<file path="src/rtl/vga_timing_pkg.sv">
// Shared 640x480@60 raster timing constants, coordinate widths and flag decode helpers.
// Consumed by the sync generator and by the per-object drawing comparators.
package vga_timing_pkg;

    localparam int unsigned H_VISIBLE = 640;
    localparam int unsigned H_FRONT   = 16;
    localparam int unsigned H_SYNC    = 96;
    localparam int unsigned H_BACK    = 48;
    localparam int unsigned V_VISIBLE = 480;
    localparam int unsigned V_FRONT   = 10;
    localparam int unsigned V_SYNC    = 2;
    localparam int unsigned V_BACK    = 33;

    localparam int unsigned H_SYNC_START = H_VISIBLE + H_FRONT;
    localparam int unsigned H_SYNC_END   = H_SYNC_START + H_SYNC;
    localparam int unsigned H_TOTAL      = H_SYNC_END + H_BACK;
    localparam int unsigned V_SYNC_START = V_VISIBLE + V_FRONT;
    localparam int unsigned V_SYNC_END   = V_SYNC_START + V_SYNC;
    localparam int unsigned V_TOTAL      = V_SYNC_END + V_BACK;

    localparam int unsigned X_W   = 10;
    localparam int unsigned Y_W   = 9;
    localparam int unsigned CNT_W = 10;

    typedef struct packed {
        logic hsync;
        logic vsync;
        logic active;
    } sync_flags_t;

    // Sync pulses are active low; active marks the visible 640x480 window.
    function automatic sync_flags_t decode_flags(input logic [CNT_W-1:0] h,
                                                 input logic [CNT_W-1:0] v);
        sync_flags_t f;
        f.hsync  = !((h >= CNT_W'(H_SYNC_START)) && (h < CNT_W'(H_SYNC_END)));
        f.vsync  = !((v >= CNT_W'(V_SYNC_START)) && (v < CNT_W'(V_SYNC_END)));
        f.active = (h < CNT_W'(H_VISIBLE)) && (v < CNT_W'(V_VISIBLE));
        return f;
    endfunction

    // Drawing logic sees row 0 throughout vertical blanking.
    function automatic logic [Y_W-1:0] row_of(input logic [CNT_W-1:0] v);
        return (v < CNT_W'(V_VISIBLE)) ? v[Y_W-1:0] : '0;
    endfunction

endpackage

</file>
<file path="src/rtl/pixel_tick_gen.sv">
// Divides the board clock by CLK_DIV (1..8) into a one-clock pixel advance pulse.
// tick_c is the combinational advance for same-edge use; pixelTick is its registered copy.
module pixel_tick_gen #(
    parameter int unsigned CLK_DIV = 2
) (
    input  logic clk,
    input  logic rst_n,
    output logic tick_c,
    output logic pixelTick
);

    localparam int unsigned DIV_W = (CLK_DIV > 1) ? $clog2(CLK_DIV) : 1;

    logic [DIV_W-1:0] div_q;
    logic [DIV_W-1:0] div_d;

    always_comb begin
        tick_c = (div_q == DIV_W'(CLK_DIV - 1));
        div_d  = tick_c ? '0 : div_q + DIV_W'(1);
    end

    always_ff @(posedge clk or negedge rst_n) begin
        if (!rst_n) begin
            div_q     <= '0;
            pixelTick <= 1'b0;
        end else begin
            div_q     <= div_d;
            pixelTick <= tick_c;
        end
    end

endmodule

</file>
<file path="src/rtl/vga_sync_gen.sv">
// 640x480@60 raster generator: sync, display-area flag and current pixel coordinate.
// Define VGA_SYNC_FRAME_TICK_EN to add frameTick, pulsed on the (799,524)->(0,0) wrap.
module vga_sync_gen
    import vga_timing_pkg::*;
#(
    parameter int unsigned CLK_DIV = 2
) (
    input  logic           clk,
    input  logic           rst_n,
    output logic [X_W-1:0] CounterX,
    output logic [Y_W-1:0] CounterY,
    output logic           hsync,
    output logic           vsync,
    output logic           inDisplayArea,
`ifdef VGA_SYNC_FRAME_TICK_EN
    output logic           frameTick,
`endif
    output logic           pixelTick
);

    logic             tick_c;
    logic [CNT_W-1:0] hcount;
    logic [CNT_W-1:0] vcount;
    logic [CNT_W-1:0] hcount_d;
    logic [CNT_W-1:0] vcount_d;
    logic             h_wrap_c;
    logic             v_wrap_c;
    sync_flags_t      flags_d;

    pixel_tick_gen #(
        .CLK_DIV (CLK_DIV)
    ) u_tick (
        .clk       (clk),
        .rst_n     (rst_n),
        .tick_c    (tick_c),
        .pixelTick (pixelTick)
    );

    // Next raster position; flags decode the next position so they land with the coordinate.
    always_comb begin
        h_wrap_c = (hcount == CNT_W'(H_TOTAL - 1));
        v_wrap_c = (vcount == CNT_W'(V_TOTAL - 1));
        hcount_d = hcount;
        vcount_d = vcount;
        if (tick_c) begin
            hcount_d = h_wrap_c ? '0 : hcount + CNT_W'(1);
            if (h_wrap_c) begin
                vcount_d = v_wrap_c ? '0 : vcount + CNT_W'(1);
            end
        end
        flags_d = decode_flags(hcount_d, vcount_d);
    end

    always_ff @(posedge clk or negedge rst_n) begin
        if (!rst_n) begin
            hcount        <= '0;
            vcount        <= '0;
            CounterY      <= '0;
            hsync         <= 1'b1;
            vsync         <= 1'b1;
            inDisplayArea <= 1'b0;
        end else if (tick_c) begin
            hcount        <= hcount_d;
            vcount        <= vcount_d;
            CounterY      <= row_of(vcount_d);
            hsync         <= flags_d.hsync;
            vsync         <= flags_d.vsync;
            inDisplayArea <= flags_d.active;
        end
    end

    assign CounterX = hcount;

`ifdef VGA_SYNC_FRAME_TICK_EN
    always_ff @(posedge clk or negedge rst_n) begin
        if (!rst_n) begin
            frameTick <= 1'b0;
        end else begin
            frameTick <= tick_c && h_wrap_c && v_wrap_c;
        end
    end
`endif

endmodule

</file>
<file path="config.mk">
export PLATFORM = sky130hd
export DESIGN_NAME = vga_sync_gen
export DESIGN_NICKNAME = d
export VERILOG_FILES = /design/src/rtl/vga_timing_pkg.sv /design/src/rtl/pixel_tick_gen.sv /design/src/rtl/vga_sync_gen.sv
export SDC_FILE = /design/constraint.sdc
export NUM_CORES = 1
export LEC_CHECK = 0
export CAP_MARGIN = 15
export CORE_MARGIN = 2
export CORE_UTILIZATION = 30
export CTS_CLUSTER_SIZE = 28
export DETAILED_ROUTE_END_ITERATION = 8
export HOLD_SLACK_MARGIN = 0.06
export PLACE_DENSITY = 0.56
export SLEW_MARGIN = 15
export SYNTH_ARGS = -nofsm -noshare
export SYNTH_HDL_FRONTEND = slang
export SYNTH_HIERARCHICAL = 1
export SYNTH_SLANG_ARGS = --single-unit
</file>
<file path="constraint.sdc">
create_clock -name clk -period 3.9 [get_ports clk]
set_input_delay 0.585 -clock clk [delete_from_list [all_inputs] [get_ports clk]]
set_output_delay 0.585 -clock clk [all_outputs]
set_load 0.03 [all_outputs]
</file>
== Yosys cells after proc, flatten, opt, wreduce, memory -nomap -nowiden ==
Cells that the tools add are included.

* RAM bits: 0
* Memory bits (read-only): 0
* Bits in registers: 34
* Word-level logic and storage cells: 31
* Memories kept: 0
* Input bits: 2
* Output and inout bits: 23
* Latch bits: 0

* $lt $le $gt $ge: 6
* Add/sub/neg operators: 3
* Reductions and logical operators: 5
* Divide/modulo/power cells: 0
* Equality and inequality tests: 2
* Muxes and demuxes: 7
* Multiply operators: 0
* Bitwise gates (word level): 0
* Shift-type cells: 0

{| class="wikitable"
|+ Operators with widths
! kind !! count
|-
| 10-bit two-way mux || 5
|-
| 10-bit by 1-bit adder with 10-bit output, second input constant || 2
|-
| 10-bit equality test, second input constant || 2
|-
| 10-bit < comparator, second input constant || 2
|-
| 10-bit by 9-bit < comparator with 1-bit output, second input constant || 2
|-
| 10-bit >= comparator, second input constant || 1
|-
| 10-bit by 9-bit >= comparator with 1-bit output, second input constant || 1
|-
| 9-bit two-way mux || 1
|-
| 1-bit logical AND || 3
|-
| 1-bit logical NOT || 2
|-
| 1-bit adder, second input constant || 1
|-
| 1-bit two-way mux || 1
|}

== Logic depth before layout (Yosys ltp) ==
* Depth in word-level cells: 7
* Mapped depth: 9
* Depth with buffers taken out: 8

== Modules after synthesis ==
The synthesis kept the hierarchy.

{| class="wikitable"
|+ Modules (own cells, without submodules)
! module !! sequential area each (um^2) !! area each (um^2) !! cells an instance !! instances
|-
| vga_sync_gen || 803.3 || 1804.2 || 190 || 1
|-
| pixel_tick_gen || 50.0 || 53.8 || 3 || 1
|}

== Worst setup path before layout ==
Ideal clock, no wire load.

* Kind: register to register
* Start: reg hcount[7], in the netlist CounterX[7]
* End: reg CounterY[2]
* Clock period less this slack: 2.558 ns
* Data required time: 3.799 ns
* Setup time: 0.101 ns
* Stages on the path, launching flop included: 9
* Arrival time: 2.457 ns
* Setup slack: 1.342 ns
* Buffers on the path: 2
* Cell sequence: dfrtp_1 -> buf_4 -> or4b_4 -> nor4_2 -> xor2_1 -> and3b_1 -> or2_1 -> buf_6 -> o32ai_1

* Word-level cells in the longest chain between the ends: 5

{| class="wikitable"
|+ Ends and longest elaborated chain
! item !! line !! RTL
|-
| start, declared || vga_sync_gen.sv:22 || <nowiki>logic [CNT_W-1:0] hcount;</nowiki>
|-
| start signal, assigned || vga_sync_gen.sv:63 || <nowiki>hcount <= hcount_d;</nowiki>
|-
| 10-bit equality test (*) || vga_sync_gen.sv:41 || <nowiki>h_wrap_c = (hcount == CNT_W'(H_TOTAL - 1));</nowiki>
|-
| 10-bit two-way mux (*) || vga_sync_gen.sv:47 || <nowiki>if (h_wrap_c) begin</nowiki>
|-
| 10-bit two-way mux (*) || vga_sync_gen.sv:45 || <nowiki>if (tick_c) begin</nowiki>
|-
| 10-bit by 9-bit < comparator with 1-bit output || vga_timing_pkg.sv:43 || <nowiki>return (v < CNT_W'(V_VISIBLE)) ? v[Y_W-1:0] : '0;</nowiki>
|-
| 9-bit two-way mux (*) || vga_timing_pkg.sv:43 ||
|-
| end signal, assigned || vga_sync_gen.sv:65 || <nowiki>CounterY <= row_of(vcount_d);</nowiki>
|-
| end, declared || vga_sync_gen.sv:11 || <nowiki>output logic [Y_W-1:0] CounterY,</nowiki>
|}

Every way passes the cells marked *; elsewhere a longest branch is shown, timed or not.
A chain may end at the register's enable or synchronous reset.

== Final worst setup path ==
* Start: reg hcount[5], in the netlist CounterX[5]
* End: reg CounterY[2]

Same word-level chain as after synthesis.

==> run metrics <==
Mapped Area 1860 um2; total number of vias 1514; Setup Fix Bufs, Post-CTS 0; Syn-to-layout area delta 20.9%; nets 220; Cells after Synth 193; gr ovfl total 0; R2R setup slack 1.31 ns; run status finished clean; total CTS buffers 5; Tightest Hold Check Type register to register; R2R depth 6; # H-tree levels 2; worst slew pin tran 0.424 ns; Routed WL per cell 15.0 um; clock slew at reported path FFs 0.07 ns; slew margin rel. 0.715; Final Power 0.632 mW; vias per cell 5.20; DPL Wire Length 3.01 mm; total clock sinks 34; Filler cells 610; IO Port Bufs 24; Synth cell types 45; mean post-synth cell area 9.63 um2; CTS Hold Buffers Added 0; dominant synthesized flop cell dfrtp_1; Power Density 281 nW/um2; Starting Density 0.312; # resized after CTS 0; CTS root buf clkbuf_8; Placer Congestion 0.883; reg2reg end CounterY[2]; Final Max Tran Viols 0; post-route clock skew 0.00314 ns; Max Fclk 0.387 GHz; GR Util All Layers 0.145; Critical path origin CounterX[5]; unrepaired setup endpoints after global routing no; Inserted Diodes 0; commonest non-fill, non-tap cell in the layout dfrtp_1; Clock Latency Late Sink 0.28 ns; first-pass GRT wire length 7.44 mm; Die Height 82.7 um; Top Ports 25; Post-synth EDFFs 0; share of cells above drive strength 1 0.0741; required time worst endpoint 4.09 ns; FF+latch count, synth 34; row cnt 28; TNS Setup 0 ns; Max clock buf depth 2; Max-cap violations 0; most frequent cells in the layout dfrtp_1 (32), nand2_1 (25), clkdlybuf4s50_1 (24), o21ai_0 (12); Peak VDD IR 165 uV; CTS tree yes; hold path depth 2; drt pass-1 iters 4; final worst path period need 2.59 ns; CP arrival 2.77 ns; Iteration-0 DRC Markers 76; reg2reg start CounterX[5]; Core Area 5960 um2; CP Max Fanout 9; overall die area 6840 um2; Critical path destination CounterY[2]; vias in the first global route 1453; Fin. Hold Viols 0; initial antenna violation count 0; CP Capture Type register; Die X 82.7 um; worst setup path category register to register; warnings from Yosys 6; total wire length 4.36 mm; sequential area share after synthesis 0.459; Final setup viols 0; DRC Markers 0; pin count of the biggest net entering global routing 35; crit share post-route 0.663; CP Launch Type register; asr flop ratio synth 1.00; Lkg Pwr 0.904 nW; ANT nets after route 0; syn nets 198
## synth_stat cells, types with 2 or more instances
library cell / number / area, um2
and3_1: 4 / 25.0
dfrtp_1: 32 / 801
nand3_1: 9 / 45.0
nor4b_1: 3 / 26.3
a31oi_1: 4 / 25.0
nand2_1: 25 / 93.8
a21oi_1: 2 / 10.0
or3_1: 2 / 12.5
o2bb2ai_1: 7 / 61.3
a21o_1: 2 / 15.0
ha_1: 3 / 37.5
o31ai_1: 2 / 15.0
a22o_1: 2 / 17.5
o21ai_0: 12 / 60.1
nand4_1: 9 / 56.3
and4_1: 2 / 17.5
clkbuf_1: 9 / 33.8
o32ai_1: 4 / 35.0
nor3b_1: 2 / 15.0
xor2_1: 5 / 43.8
nor3_1: 4 / 20.0
nor4_1: 2 / 12.5
and2_1: 2 / 12.5
inv_1: 8 / 30.0
xnor2_1: 8 / 70.1
nor2_1: 7 / 26.3
and3b_1: 3 / 26.3
dfstp_2: 2 / 52.6
## cells by family (layout without fill, tap and decap cells)
family / after synthesis / in the layout / synth area share
AOI/OAI and AO/OA: 43 / 43 / 0.165
xor gates and xnor gates: 13 / 13 / 0.0613
adders and majority gates: 3 / 3 / 0.0202
buffers and inverters: 20 / 43 / 0.0465
DFF: 34 / 34 / 0.459
muxes: 1 / 1 / 0.00539
and+or+nand+nor: 79 / 79 / 0.242
## sequential cells by signal (all words and copies together) (netlist names)
signal            flops
CounterX             10
vcount               10
CounterY              9
hsync                 1
inDisplayArea         1
u_tick/pixelTick      1
u_tick/tick_c         1
vsync                 1
## per-layer routing
layer / vias to the layer above / wire length, um / global-route usage
met5: - / 0 / 0
met4: 0 / 82 / 0.0590
met3: 5 / 188 / 0.0293
met2: 35 / 1900 / 0.212
met1: 719 / 2180 / 0.210
li1: 755 / - / -
## report_power, final
part | total (mW) | internal [mW] | switching [mW]
Clock | 0.271 | 0.142 | 0.128
Combinational | 0.00821 | 0.00153 | 0.00668
Sequential | 0.353 | 0.353 | 0
Total | 0.632 | 0.497 | 0.135
## area by class of cell
type / instances / area [um2] / area share
clock buffer: 7 / 86.3 / 0.0384
clock inverter: 1 / 5.00 / 0.00223
inverter: 9 / 33.8 / 0.0150
multi-input combinational: 139 / 918 / 0.409
sequential: 34 / 853 / 0.380
tap: 75 / 93.8 / 0.0418
timing repair buffer: 26 / 255 / 0.114
## worst min path at each step
stage	startpoint	endpoint	slack, ns
6_report	CounterY[0]	CounterY[0]	0.49
3_5_place_dp	CounterY[3]	CounterY[3]	0.48
2_1_floorplan	rst_n	CounterX[0]	0.29
5_1_grt	CounterY[8]	CounterY[8]	0.51
3_3_place_gp	CounterY[3]	CounterY[3]	0.48
4_1_cts	inDisplayArea	inDisplayArea	0.50
## critical path: stages (launching register included)
cell and delay (ns):
dfrtp_1 0.46, or4b_4 0.62, nor4_2 0.34, xor2_1 0.15
and3b_1 0.22, or2_1 0.37, o32ai_1 0.31
## stage by stage
stage                     instances  hold WS [ns]  worst slack (ns)   util  instance area [um2]
final                           291         0.495              1.31  0.377                 2250
after CTS                       291         0.501              1.32  0.377                 2250
after global routing            291         0.508              1.08  0.377                 2250
after floorplan                 193         0.289              1.34      -                 1860
after global placement          283         0.478              1.38  0.362                 2150
after detailed placement        283         0.476              1.31  0.362                 2150
(Power assumes the default switching activity.)
